==> src/rtl/store_matcher.sv <==
// store_matcher: compares one bus transfer against a single expected {address, data} entry
//   adr, dat  : observed address / write data
//   adr_hit   : address matches the entry
//   full_hit  : address and data both match
module store_matcher #(
    parameter logic [31:0] EXP_ADR = 32'h0,
    parameter logic [31:0] EXP_DAT = 32'h0
) (
    input  logic [31:0] adr,
    input  logic [31:0] dat,
    output logic        adr_hit,
    output logic        full_hit
);

    assign adr_hit  = adr == EXP_ADR;
    assign full_hit = adr_hit && dat == EXP_DAT;

endmodule

==> config.mk <==
export PLATFORM = sky130hd
export DESIGN_NAME = store_matcher
export DESIGN_NICKNAME = d
export VERILOG_FILES = /design/src/rtl/store_matcher.sv
export SDC_FILE = /design/constraint.sdc
export NUM_CORES = 1
export LEC_CHECK = 0
export CORE_MARGIN = 2
export CORE_UTILIZATION = 10
export DETAILED_ROUTE_END_ITERATION = 10
export GPL_TIMING_DRIVEN = 0
export PLACE_DENSITY = 0.87
export SYNTH_ARGS = -nofsm -noshare
export SYNTH_HDL_FRONTEND = slang
export SYNTH_SLANG_ARGS = --single-unit
==> constraint.sdc <==
create_clock -name vclk -period 1.29
set_clock_uncertainty 0.15 [all_clocks]
set_input_delay 0.3225 -clock vclk [all_inputs]
set_output_delay 0.3225 -clock vclk [all_outputs]
set_load 0.02 [all_outputs]
==> results.yml <==
detailed_routing:
  wl_met1_um: 432
  wl_met2_um: 953
  topRoutingLayerUsed: "met3"
  detail-route-antenna-nets: 0
  post_drt_wl_per_cell_um: 14.6
  drt-pass1-iter-count: 2
  via_per_inst: 4.73
  vias: 497
  first_iter_violations: 1
  wl_met3_um: 149
  drc: 0
  wirelength_mm: 1.54
sta:
  final_hold_viol_count: 0
  fmax_mhz: 533
  drv_slew: 0
  rsz0062_at_grt: "yes"
  timing.final.crit_share: 1.45
  setup_viol_count_final: 2
  worst_slack_ns: -0.586
  min_period_ns: 1.88
  whs_ns: 0.919
  tightest_slew_ns: 0.220
  slew_headroom: 0.852
global_route:
  antenna_found_initial: 0
  grt_overflow: 0
  grt_usage: 0.174
  grt_pass1_wl_mm: 2.51
  grt_max_degree: 3
  grt_pass1_vias: 552
power:
  max-vdd-ir-drop_mv: 0.0950
  power_switching_mw: 0.0640
  switching_share: 0.334
  seq_power_share: 0
  p_comb_frac: 1.000
  p_clk_frac: 0
  cellPowerDensity_nw_per_um2: 215
  power.internal_mw: 0.128
  p_leak_nw: 0.365
yosys:
  synth.largest_area_cell: "nor4_1"
  ys_seq_area_frac: 0
  syn_avg_cell_area_um2: 6.71
  yosysWarnings: 0
  ys_types: 4
  netlist_top_cells_area: "nor4_1, nand4_1, nor4_2"
  synthDominantCellAreaShare: 0.636
  synth_area_um2: 148
  syn_inst: 22
  synthesis.nets: 86
setup_path:
  worstSetupEndpointType: "output pin"
  cp_max_fo: 1
  crit_family: "simple AND/OR/NAND/NOR gates"
  crit_chain: "dlygate4sd2_1 > nor4_2 > nand4_1 > nor4_4 > buf_4"
  cp_num_buf_inv: 2
  slowest_stage: "dlygate4sd2_1"
  arrival_ns: 1.40
  crit_required_ns: 0.82
  setup.worst_path.class: "input port to output pin"
  max_stage_delay_ns: 0.25
  crit_path_start_kind: "input port"
finish:
  final_nets: 156
  syn_to_final_growth_pct: 503
  seq_cells: 0
  clkbuf_count: 0
  final_layout_size_suffix_gt1_frac: 0.622
  multi_input_area_um2: 305
  regArea_um2: 0
  antenna_cells: 0
  fillCellCount: 132
die:
  initial_core_util: 0.111
  die_w_um: 42.4
  core_um2: 1330
  num_rows: 13
  dieArea_um2: 1800
  chipHeight_um: 42.4
  pin_count: 66
status:
  violations: "negative setup slack"
  status: "complete, but fails checks"
placed_design:
  io_buffer_count: 66
  place_congestion: 0.640
  dp_slack_ns: -1.36
hold_path:
  hold_path_class: "input port to output pin"
run:
  drv_cap: 0
per-stage QoR:
step                cell area, µm²  power [mW]  TNS (ns)  std cells   util
floorplan                      233      0.0151    -0.615         22      -
global placement               912       0.225     -2.55        103  0.684
detailed placement             912       0.229     -2.61        103  0.684
CTS                            863       0.180     -1.02        105  0.647
finish                         891       0.192    -0.981        105  0.668
global route                   891       0.204     -1.13        105  0.668
tightest hold or removal path, cell delays in order:
cell and delay, ns:
clkbuf_2 0.08, nor4_2 0.04, nand4_1 0.10, nor4_4 0.06, buf_4 0.14
cell type report:
type	instances	share of cell area
Multi-Input combinational cell	22	0.343
Timing Repair Buffer	68	0.636
Tap cell	15	0.0211
kinds of logic after synthesis:
kind of cell  count (synthesis)  share of synthesized area
simple gates                 22                       1.00
power groups by stage:
stage          Clock (mW)  Sequential (mW)  Combinational, mW
2_1_floorplan           0                0             0.0151
3_3_place_gp            0                0              0.225
3_5_place_dp            0                0              0.229
4_1_cts                 0                0              0.180
5_1_grt                 0                0              0.204
6_report                0                0              0.192
path summary, 6_finish.rpt:
path / from / to / slack [ns] / depth (start not counted)
min: dat[17] / full_hit / 0.92 / 5
max: dat[31] / full_hit / -0.59 / 5
what timing repair did:
action / CTS / global route
gates resized for setup: 172 / 30
hold buffers: 0 / 0
pin swaps: 22 / 18
setup endpoints to repair: 2 / 2
setup buffers: 2 / 0
cloned: 0 / 0
cell usage after synthesis:
cell,number
nand4_1,4
nor2_1,1
nor4_1,15
nor4_2,2
placed cells by master, fill, tap and decap left out, drive strengths merged:
cell / synthesis / layout
clkdlybuf4s15: 0 / 21
nor2: 1 / 1
nor4: 17 / 17
clkbuf: 0 / 8
buf: 0 / 29
dlygate4sd2: 0 / 10
nand4: 4 / 4
layer usage:
metal | vias to the layer above | GRT usage
met2 | 30 | 0.372
met5 | - | 0
met1 | 223 | 0.182
li1 | 244 | -
met4 | 0 | 0
met3 | 0 | 0.0259
Note: power is estimated with default switching activity, not from simulation.
